**src/rtl/dma_pkg.sv**
```systemverilog
// Shared DMA types: descriptor, engine status/error, scheduler FSM states and
// the channel-count ceiling used by the channel scheduler.
package dma_pkg;

  localparam int DMA_SCHED_MAX_CH = 8;

  typedef struct packed {
    logic [31:0] src_addr;
    logic [31:0] dst_addr;
    logic [31:0] num_bytes;
  } s_dma_desc_t;

  typedef struct packed {
    logic active;
    logic done;
    logic error;
  } s_dma_status_t;

  typedef struct packed {
    logic       valid;
    logic [3:0] code;
  } s_dma_error_t;

  typedef enum logic [1:0] {
    SCHED_IDLE,
    SCHED_ISSUE,
    SCHED_RUN,
    SCHED_CMPL
  } e_sched_state_t;

  function automatic logic [2:0] oh2idx(input logic [DMA_SCHED_MAX_CH-1:0] oh);
    logic [2:0] idx;
    idx = '0;
    for (int unsigned i = 0; i < DMA_SCHED_MAX_CH; i++) begin
      if (oh[i]) idx = 3'(i);
    end
    return idx;
  endfunction

endpackage

```
**src/rtl/dma_rr_arbiter.sv**
```systemverilog
// Combinational round-robin picker: first pending channel at or after ptr_i,
// wrapping from NUM_CH-1 back to 0.
module dma_rr_arbiter #(
  parameter int NUM_CH = 4
) (
  input  logic [NUM_CH-1:0]         pending_i,
  input  logic [$clog2(NUM_CH)-1:0] ptr_i,
  output logic [NUM_CH-1:0]         grant_o,
  output logic                      valid_o
);

  localparam int PW = $clog2(NUM_CH);

  logic [PW-1:0] idx;

  always_comb begin
    grant_o = '0;
    valid_o = 1'b0;
    idx     = '0;
    for (int unsigned i = 0; i < NUM_CH; i++) begin
      idx = PW'((32'(ptr_i) + i) % NUM_CH);
      if (!valid_o && pending_i[idx]) begin
        grant_o[idx] = 1'b1;
        valid_o      = 1'b1;
      end
    end
  end

endmodule

```
**src/rtl/dma_chan_sched.sv**
```systemverilog
// Multi-channel front end for a single DMA engine with round-robin service.
// Define DMA_SCHED_WDOG_EN to abort RUN after WDOG_CYCLES cycles with an error.
module dma_chan_sched
  import dma_pkg::*;
#(
  parameter int NUM_CH      = 4,
  parameter int WDOG_CYCLES = 4096
) (
  input  logic                clk,
  input  logic                rst,
  input  logic [NUM_CH-1:0]   ch_go_i,
  input  s_dma_desc_t         ch_desc_i [NUM_CH],
  output logic [NUM_CH-1:0]   ch_busy_o,
  output logic [NUM_CH-1:0]   ch_done_o,
  output logic [NUM_CH-1:0]   ch_error_o,
  output logic [NUM_CH-1:0]   ch_reject_o,
  output logic                eng_go_o,
  output s_dma_desc_t         eng_desc_o,
  input  s_dma_status_t       eng_stats_i,
  input  s_dma_error_t        eng_error_i
);

  localparam int PW = $clog2(NUM_CH);

  e_sched_state_t state_q;
  logic [NUM_CH-1:0] pending_q, pending_d, accept, err_set;
  logic [NUM_CH-1:0] gnt_oh, gnt_oh_q, done_q, err_q, rej_q;
  logic [DMA_SCHED_MAX_CH-1:0] gnt_oh_ext;
  logic [PW-1:0] gnt_idx, rr_ptr_q;
  logic          gnt_valid, go_q, wdog_hit, unused_ok;
  s_dma_desc_t   slot_q [NUM_CH];
  s_dma_desc_t   desc_q;

  dma_rr_arbiter #(.NUM_CH(NUM_CH)) u_arb (
    .pending_i (pending_q),
    .ptr_i     (rr_ptr_q),
    .grant_o   (gnt_oh),
    .valid_o   (gnt_valid)
  );

  assign gnt_oh_ext = DMA_SCHED_MAX_CH'(gnt_oh);
  assign gnt_idx    = PW'(oh2idx(gnt_oh_ext));

`ifdef DMA_SCHED_WDOG_EN
  localparam int WD_W = $clog2(WDOG_CYCLES + 1);
  logic [WD_W-1:0] wdog_q;

  always_ff @(posedge clk) begin
    if (rst || state_q != SCHED_RUN) wdog_q <= '0;
    else                             wdog_q <= wdog_q + WD_W'(1);
  end

  assign wdog_hit  = (state_q == SCHED_RUN) && (wdog_q == WD_W'(WDOG_CYCLES - 1));
  assign unused_ok = ^eng_error_i;
`else
  assign wdog_hit  = 1'b0;
  assign unused_ok = ^eng_error_i ^ (WDOG_CYCLES != 0);
`endif

  // pending covers both queued and in-flight; it clears only in CMPL, so busy
  // stays high through the done pulse and repeat gos are rejected meanwhile.
  always_comb begin
    accept    = ch_go_i & ~pending_q;
    pending_d = pending_q | accept;
    if (state_q == SCHED_CMPL) pending_d = pending_d & ~gnt_oh_q;
    err_set = '0;
    if (state_q == SCHED_RUN && (eng_stats_i.error || wdog_hit)) err_set = gnt_oh_q;
  end

  always_ff @(posedge clk) begin
    if (rst) begin
      state_q   <= SCHED_IDLE;
      pending_q <= '0;
      gnt_oh_q  <= '0;
      rr_ptr_q  <= '0;
      go_q      <= 1'b0;
      desc_q    <= '0;
      done_q    <= '0;
      err_q     <= '0;
      rej_q     <= '0;
      for (int unsigned i = 0; i < NUM_CH; i++) slot_q[i] <= '0;
    end else begin
      pending_q <= pending_d;
      rej_q     <= ch_go_i & pending_q;
      err_q     <= (err_q & ~accept) | err_set;
      done_q    <= '0;
      for (int unsigned i = 0; i < NUM_CH; i++) begin
        if (accept[i]) slot_q[i] <= ch_desc_i[i];
      end
      case (state_q)
        SCHED_IDLE: begin
          if (gnt_valid) begin
            gnt_oh_q <= gnt_oh;
            desc_q   <= slot_q[gnt_idx];
            go_q     <= (slot_q[gnt_idx].num_bytes != '0);
            state_q  <= SCHED_ISSUE;
          end
        end
        SCHED_ISSUE: begin
          if (desc_q.num_bytes == '0) begin
            done_q  <= gnt_oh_q;
            state_q <= SCHED_CMPL;
          end else if (eng_stats_i.active) begin
            go_q    <= 1'b0;
            state_q <= SCHED_RUN;
          end
        end
        SCHED_RUN: begin
          if (eng_stats_i.done || eng_stats_i.error || wdog_hit) begin
            done_q  <= gnt_oh_q;
            state_q <= SCHED_CMPL;
          end
        end
        SCHED_CMPL: begin
          rr_ptr_q <= (oh2idx(DMA_SCHED_MAX_CH'(gnt_oh_q)) == 3'(NUM_CH - 1)) ? '0
                    : PW'(oh2idx(DMA_SCHED_MAX_CH'(gnt_oh_q)) + 3'd1);
          state_q  <= SCHED_IDLE;
        end
        default: state_q <= SCHED_IDLE;
      endcase
    end
  end

  assign ch_busy_o   = pending_q;
  assign ch_done_o   = done_q;
  assign ch_error_o  = err_q;
  assign ch_reject_o = rej_q;
  assign eng_go_o    = go_q;
  assign eng_desc_o  = desc_q;

endmodule

```
**config.mk**
```make
export PLATFORM = sky130hd
export DESIGN_NAME = dma_chan_sched
export DESIGN_NICKNAME = d
export VERILOG_FILES = /design/src/rtl/dma_pkg.sv /design/src/rtl/dma_rr_arbiter.sv /design/src/rtl/dma_chan_sched.sv
export SDC_FILE = /design/constraint.sdc
export NUM_CORES = 1
export LEC_CHECK = 0
export ABC_AREA = 1
export ABC_CLOCK_PERIOD_IN_PS = 21100
export BUFFER_PORTS_ARGS = -buffer_cell sky130_fd_sc_hd__buf_2
export CAP_MARGIN = 20
export CORE_MARGIN = 2
export CORE_UTILIZATION = 50
export DETAILED_ROUTE_END_ITERATION = 6
export PLACE_DENSITY = 0.86
export SKIP_LAST_GASP = 1
export SLEW_MARGIN = 20
export SYNTH_ARGS = -nofsm -noshare
export SYNTH_HDL_FRONTEND = slang
export SYNTH_SLANG_ARGS = --single-unit
export TNS_END_PERCENT = 30
```
**constraint.sdc**
```tcl
create_clock -name clk -period 21.1 [get_ports clk]
set_input_delay 1.055 -clock clk [delete_from_list [all_inputs] [get_ports clk]]
set_output_delay 1.055 -clock clk [all_outputs]
set_load 0.05 [all_outputs]
```
======== Word-level counts from Yosys, hierarchy flattened ========
Memory sizes are Yosys's and may differ from the RTL's.
Index checks and enable logic that the tools add are counted.
word-level totals
  word-level logic and storage cells ...... 133
  RAM bits ................................ 384
  output and inout port bits .............. 113
  input bits .............................. 398
  flip-flop bits (word level) ............. 121
  memories ................................ 1
cells by class
  bitwise operators ....................... 16
  equality and inequality tests ........... 9
  reductions and logical operators ........ 19
  multiplexer cells ....................... 65
  $add $sub $neg .......................... 4
  $lt $le $gt $ge ......................... 8
memory list
  name    words  bits a word  rd ports  clocked after memory_dff  write ports  line                  RTL
  slot_q  4      96           1         0                         4            dma_chan_sched.sv:31  s_dma_desc_t slot_q [NUM_CH];
operators by type and width
  operator             number
  $mux 96              4
  $logic_not 32->1     1
  $mux 4               8
  $reduce_bool 32->1   1
  $mux 1               31
  $or 4x4->4           5
  $and 4x4->4          4
  $mux 2               7
  $lt 2x3->1 const B   4
  $mux 3               4
  $not 4->4            3
  $bmux 1 s2           4
  $demux 1 s2          4
  $ge 2x1->1 const B   4
  $logic_and 1x1->1    8
  $pmux 2 s4           1
  $pmux 4 s2           1
  $ne 2x2->1 const B   3
  $add 2x1->2 const B  2
  $add 2x2->2 const B  2
  $eq 2x2->1 const B   2
  $or 1x1->1           4
  $reduce_and 4->1     1
  $eq 3x2->1 const B   1
  other kinds (10)     12

======== Depth between registers and ports, before layout ========
An unclocked memory read counts as a cell.
  depth in word-level cells ............... 19
  gate-level depth with buffers ........... 26
  mapped depth without buffers ............ 23

======== Hierarchy ========
From an unflattened synthesis, not the netlist that was laid out.
unflattened totals
  cells, all modules ...................... 2623
  area total of the unflattened synthesis .. 22905.7 um2
by module, submodules not included
  module          seq. area each (um2)  area each (um2)  cells an instance  instances
  dma_chan_sched  13953.4               22486.6          2547               1
  dma_rr_arbiter  0.0                   419.2            76                 1

======== Worst setup path before layout ========
Ideal clock, no wire load.
  path type ............................... input-to-reg
  from .................................... input port ch_go_i[1]
  to ...................................... memory slot_q[1][0] (netlist name), enable pin
  buffers on the path ..................... 0
  data arrival time ....................... 7875 ps
  path slack .............................. 12539 ps
  cell stages on the path ................. 2
  required time ........................... 20414 ps
  path through ............................ inv_1 > o21ai_0
RTL lines
  what         line                  RTL
  from (decl)  dma_chan_sched.sv:11  input logic [NUM_CH-1:0] ch_go_i,
  to (decl)    dma_chan_sched.sv:31

======== Final worst setup path ========
  from .................................... register rr_ptr_q[0]
  to ...................................... register desc_q (netlist bit eng_desc_o[35])
between the ends
  word-level cells in the longest chain between the ends .. 16
  elaborated cells on any way between the ends .. 53
  classes of those cells .................. 3 x add/sub; 8 x order compare; 27 x mux; 3 x bitwise; 11 x reduce/logical; 1 x memory
ends and longest elaborated chain
  what                                                                 line                   RTL
  from (decl)                                                          dma_chan_sched.sv:29   logic [PW-1:0] gnt_idx, rr_ptr_q;
  from (signal assigned)                                               dma_chan_sched.sv:115  rr_ptr_q <= (oh2idx(DMA_SCHED_MAX_CH'(gnt_oh_q)) == 3'(NUM_CH - 1)) ? '0
  parallel branches: the longest is 16 deep, another holds $lt 2x3->1  -
  to (signal assigned)                                                 dma_chan_sched.sv:94   desc_q <= slot_q[gnt_idx];
  to (decl)                                                            dma_chan_sched.sv:32   s_dma_desc_t desc_q;
Several ways; the timed one is not identified. The select of a mux whose other input is x is not followed.
A chain may end at the register's enable or synchronous reset.

==> results.txt <==
The leakage power came out at 13.7 nW. The average footprint of a synthesized cell is 8.91 um^2. The final global-route overflow total is 0. Clock skew on the completed layout was measured at 0.0427 ns. Summed over all layers, the routed wires come to 71300 um.

The number of sinks on the clock net came out at 505. The die boundary height came out at 218 um. The average wire per cell in the routed design came out at 19.4 um.

By area the synthesized netlist is led by sky130_fd_sc_hd__edfxtp_1, sky130_fd_sc_hd__nor2_1, sky130_fd_sc_hd__dfxtp_1, sky130_fd_sc_hd__inv_1, sky130_fd_sc_hd__nand2_1. Setup repair after global routing left no endpoint under its margin. The ratio of routed vias to standard cells came out at 5.38.

The number of buffers created by CTS came out at 51. The layout cell share with drive strength beyond 1 is 21.4%. The routed layout has 19700 vias. The number of nets in the synthesized netlist is 2986. The overall routing resource usage came out at 29.4%. The violation count after the first detailed-routing iteration came out at 2617. The clock insertion delay at the later pin of the skew report is 0.61 ns. The global-route wire length before repair is 106000 um. The depth of the CTS H-tree came out at 2. The setup TNS came out at 0 ns.

The post-placement cell count is 3563. The area of the mapped netlist came out at 23000 um^2. The number of nets still failing antenna checks after routing is 0. Port buffering added 505 buffers. The area of the die is 47600 um^2. The standard cell core area is 45400 um^2. The number of remaining DRC errors is 0. The number of global-route vias before repair came out at 18900. The share of the clock period used by the worst path is 26.5%. The worst setup path is of the flip-flop to flip-flop kind. At the worst endpoint, the arrival time is 6.14 ns. The post-cts resize count is 0.

The minimum clock period after layout is 5.60 ns. The pin count of the biggest net entering global routing is 123. The clock passes through at most 3 buffers. In this run the worst hold path is classified as flip-flop to flip-flop. The proportion of netlist area held by the largest area contributor came out at 50.2%. The tightest slew margin relative to the limit is 22.2%. The critical path goes through inv_4 > ha_1 > inv_1 > nand3_1 > nand2_2 > nand2_4 > nor2_8 > nand3_1 > nand2_2 > nand2_2 > nand2_8 > buf_4 > o21ai_0 > a31oi_1. For this configuration, the core starts out at a cell density of 50.6%. The number of pins exceeding their max-slew limit in the final report came out at 0. The initial antenna violation count came out at 14.

The finished layout holds 3669 standard cells, fillers aside. The family of cells with the greatest summed delay on the critical path is simple AND/OR/NAND/NOR gates. Counting stages on the worst path, the most repeated cell is sky130_fd_sc_hd__nand2_2. Row generation in the floorplan step produced 78 rows.

Counting flops and latches in the post-synthesis netlist gives 505. The TritonCTS clock tree is built. The reported max-cap violation count is 0. The number of buffers inserted by post-CTS setup repair came out at 0. The power density normalized to cell area came out at 133 nW/um^2. STA classifies the critical path endpoint as a flip-flop. The flow ran to the end, and the final reports show no timing, DRC or antenna violations. The synthesis-to-finish area growth came out at 20.0%. The highest cell delay on the worst timing path came out at 0.81 ns. The last weighted congestion value of the routability-driven placer is 0.881. The fraction of the yosys area taken by sequential cells is 60.8%. The master of the slowest instance on the critical path is sky130_fd_sc_hd__buf_4. The count of distinct cell types in the synthesized netlist came out at 37. Of all cell types, the one taking the most synthesized area is sky130_fd_sc_hd__edfxtp_1. The minimum hold slack came out at 0.480 ns.

Setup violations remaining at the end of the flow were counted as 0. The cell at the root of the clock tree is sky130_fd_sc_hd__clkbuf_16. Derived from the worst setup path, the maximum achievable clock frequency is 179 MHz. The number of top-level design ports is 511. The pre-antenna-repair detailed-routing pass consisted of 6 iterations. The number of buffers and inverters on the critical path is 3. The final net count came out at 3425. Buffers inserted to repair hold after CTS numbered 0. The die is 218 um wide. After clock tree synthesis, the clock-pin slew on the worst setup and hold paths is 0.07 ns. IR analysis of the VDD net gives a maximum drop of 0.000109 V. STA classifies the critical path startpoint as a flip-flop. The highest fanout seen on the critical path came out at 84. The required time of the critical path came out at 21.64 ns.

The post-DP HPWL came out at 45900 um. During synthesis, Yosys emitted a total of 0 warnings. The number of hold-slack violations in the final timing report came out at 0.

The measured slew at the worst slew-check pin is 1.17 ns. In the synthesized netlist, the number of instances is 2577.
==> cell usage in the layout, fill, tap and decap left out, types with 8 or more instances in the layout <==
| master | count |
|---|---|
| sky130_fd_sc_hd__o211ai_1 | 32 |
| sky130_fd_sc_hd__clkbuf_1 | 17 |
| sky130_fd_sc_hd__inv_1 | 480 |
| sky130_fd_sc_hd__inv_2 | 21 |
| sky130_fd_sc_hd__nand3b_1 | 25 |
| sky130_fd_sc_hd__nand3_1 | 26 |
| sky130_fd_sc_hd__ha_1 | 11 |
| sky130_fd_sc_hd__clkbuf_16 | 52 |
| sky130_fd_sc_hd__diode_2 | 10 |
| sky130_fd_sc_hd__buf_2 | 505 |
| sky130_fd_sc_hd__nand2_1 | 196 |
| sky130_fd_sc_hd__nor2_1 | 771 |
| sky130_fd_sc_hd__o21ai_0 | 109 |
| sky130_fd_sc_hd__o21ai_1 | 98 |
| sky130_fd_sc_hd__nor4_1 | 8 |
| sky130_fd_sc_hd__a21oi_1 | 28 |
| sky130_fd_sc_hd__a31oi_1 | 66 |
| sky130_fd_sc_hd__edfxtp_1 | 384 |
| sky130_fd_sc_hd__nor3_1 | 8 |
| sky130_fd_sc_hd__dfxtp_1 | 121 |
| sky130_fd_sc_hd__buf_4 | 20 |
==> state kept, by name, summed over array words and instances (netlist names) <==
register,flops
ch_error_o,4
ch_done_o,4
ch_reject_o,4
state_q,2
rr_ptr_q,2
slot_q,384
gnt_oh_q,4
ch_busy_o,4
eng_desc_o,96
eng_go_o,1
==> kinds of logic after synthesis <==
logic type | share of synthesized area [%]
adder cells (fa/ha/maj) | 0.599
AND/OR/NAND/NOR | 18.9
AO/OA/AOI/OAI | 8.35
flip-flops | 60.8
buffers and inverters | 11.4
==> layout make-up <==
cell class,count,area [um^2]
Fill cell,3559,17800
Sequential cell,505,14000
Multi-Input combinational cell,1424,6490
Timing Repair Buffer,525,2680
Inverter,509,1930
Clock buffer,74,1430
Tap cell,600,751
Clock inverter,22,278
Antenna cell,10,25.0
==> power breakdown <==
group          total (mW)  switching (mW)  internal (mW)
Combinational        1.46            1.09          0.368
Clock               0.922           0.386          0.536
Sequential           1.29          0.0748           1.21
==> through the flow <==
stage	instance area (um^2)	setup WS [ns]	util, %	power, mW
floorplan	23000	12.54	-	2.35
global placement	25800	15.50	56.9	2.69
detailed placement	25800	15.42	56.9	2.73
CTS	27500	15.46	60.6	3.66
global route	27500	15.10	60.7	3.85
finish	27500	15.50	60.7	3.67
==> worst reg2reg max path: stages (launching register included) <==
cell and delay [ns]:
sky130_fd_sc_hd__dfxtp_1 0.63, sky130_fd_sc_hd__inv_4 0.14, sky130_fd_sc_hd__ha_1 0.38, sky130_fd_sc_hd__inv_1 0.11
sky130_fd_sc_hd__nand3_1 0.09, sky130_fd_sc_hd__nand2_2 0.15, sky130_fd_sc_hd__nand2_4 0.09, sky130_fd_sc_hd__nor2_8 0.13
sky130_fd_sc_hd__nand3_1 0.13, sky130_fd_sc_hd__nand2_2 0.68, sky130_fd_sc_hd__nand2_2 0.68, sky130_fd_sc_hd__nand2_8 0.74
sky130_fd_sc_hd__buf_4 0.82, sky130_fd_sc_hd__o21ai_0 0.54, sky130_fd_sc_hd__a31oi_1 0.26
==> routing by layer <==
layer  wire [um]  GRT usage (%)
met5          45              0
met4        3650           15.1
met3        7990           5.54
met2       33600           48.0
met1       26000           37.6
==> cells in the mapped netlist <==
library cell and instances:
sky130_fd_sc_hd__ha_1 11, sky130_fd_sc_hd__o21ai_0 113, sky130_fd_sc_hd__inv_4 2, sky130_fd_sc_hd__nand4_1 7
sky130_fd_sc_hd__nor2_1 771, sky130_fd_sc_hd__nor4_1 8, sky130_fd_sc_hd__buf_2 28, sky130_fd_sc_hd__o22ai_1 3
sky130_fd_sc_hd__a211oi_1 1, sky130_fd_sc_hd__clkbuf_1 75, sky130_fd_sc_hd__edfxtp_1 384, sky130_fd_sc_hd__nand3_1 30
sky130_fd_sc_hd__inv_2 23, sky130_fd_sc_hd__inv_1 480, sky130_fd_sc_hd__nor3_1 8, sky130_fd_sc_hd__dfxtp_1 121
sky130_fd_sc_hd__nand3_4 1, sky130_fd_sc_hd__nand2_2 8, sky130_fd_sc_hd__a221oi_1 3, sky130_fd_sc_hd__nor2_8 2
sky130_fd_sc_hd__clkbuf_2 3, sky130_fd_sc_hd__o211ai_1 32, sky130_fd_sc_hd__o32ai_1 1, sky130_fd_sc_hd__nor2_4 3
sky130_fd_sc_hd__buf_6 13, sky130_fd_sc_hd__nand2_4 5, sky130_fd_sc_hd__o31ai_1 1, sky130_fd_sc_hd__nand3b_1 25
sky130_fd_sc_hd__clkinv_1 3, sky130_fd_sc_hd__clkinv_2 1, sky130_fd_sc_hd__o21ai_1 98, sky130_fd_sc_hd__buf_1 8
sky130_fd_sc_hd__nand3_2 3, sky130_fd_sc_hd__nand2_1 196, sky130_fd_sc_hd__a31oi_1 66, sky130_fd_sc_hd__a21oi_1 28
sky130_fd_sc_hd__buf_4 12
==> worst paths after layout <==
| path | startpoint | end | slack, ns | cells past startpoint |
|---|---|---|---|---|
| worst max register to register | rr_ptr_q[0]$_SDFFE_PP0N_ | eng_desc_o[35]$_SDFFE_PP0P_ | 15.50 | 14 |
| worst min register to register | ch_error_o[1]$_SDFF_PP0_ | ch_error_o[1]$_SDFF_PP0_ | 0.48 | 2 |
| worst min-delay path | ch_error_o[1]$_SDFF_PP0_ | ch_error_o[1]$_SDFF_PP0_ | 0.48 | 2 |
| worst max-delay path | rr_ptr_q[0]$_SDFFE_PP0N_ | eng_desc_o[35]$_SDFFE_PP0P_ | 15.50 | 14 |
Power figures use the tool's default switching activity.
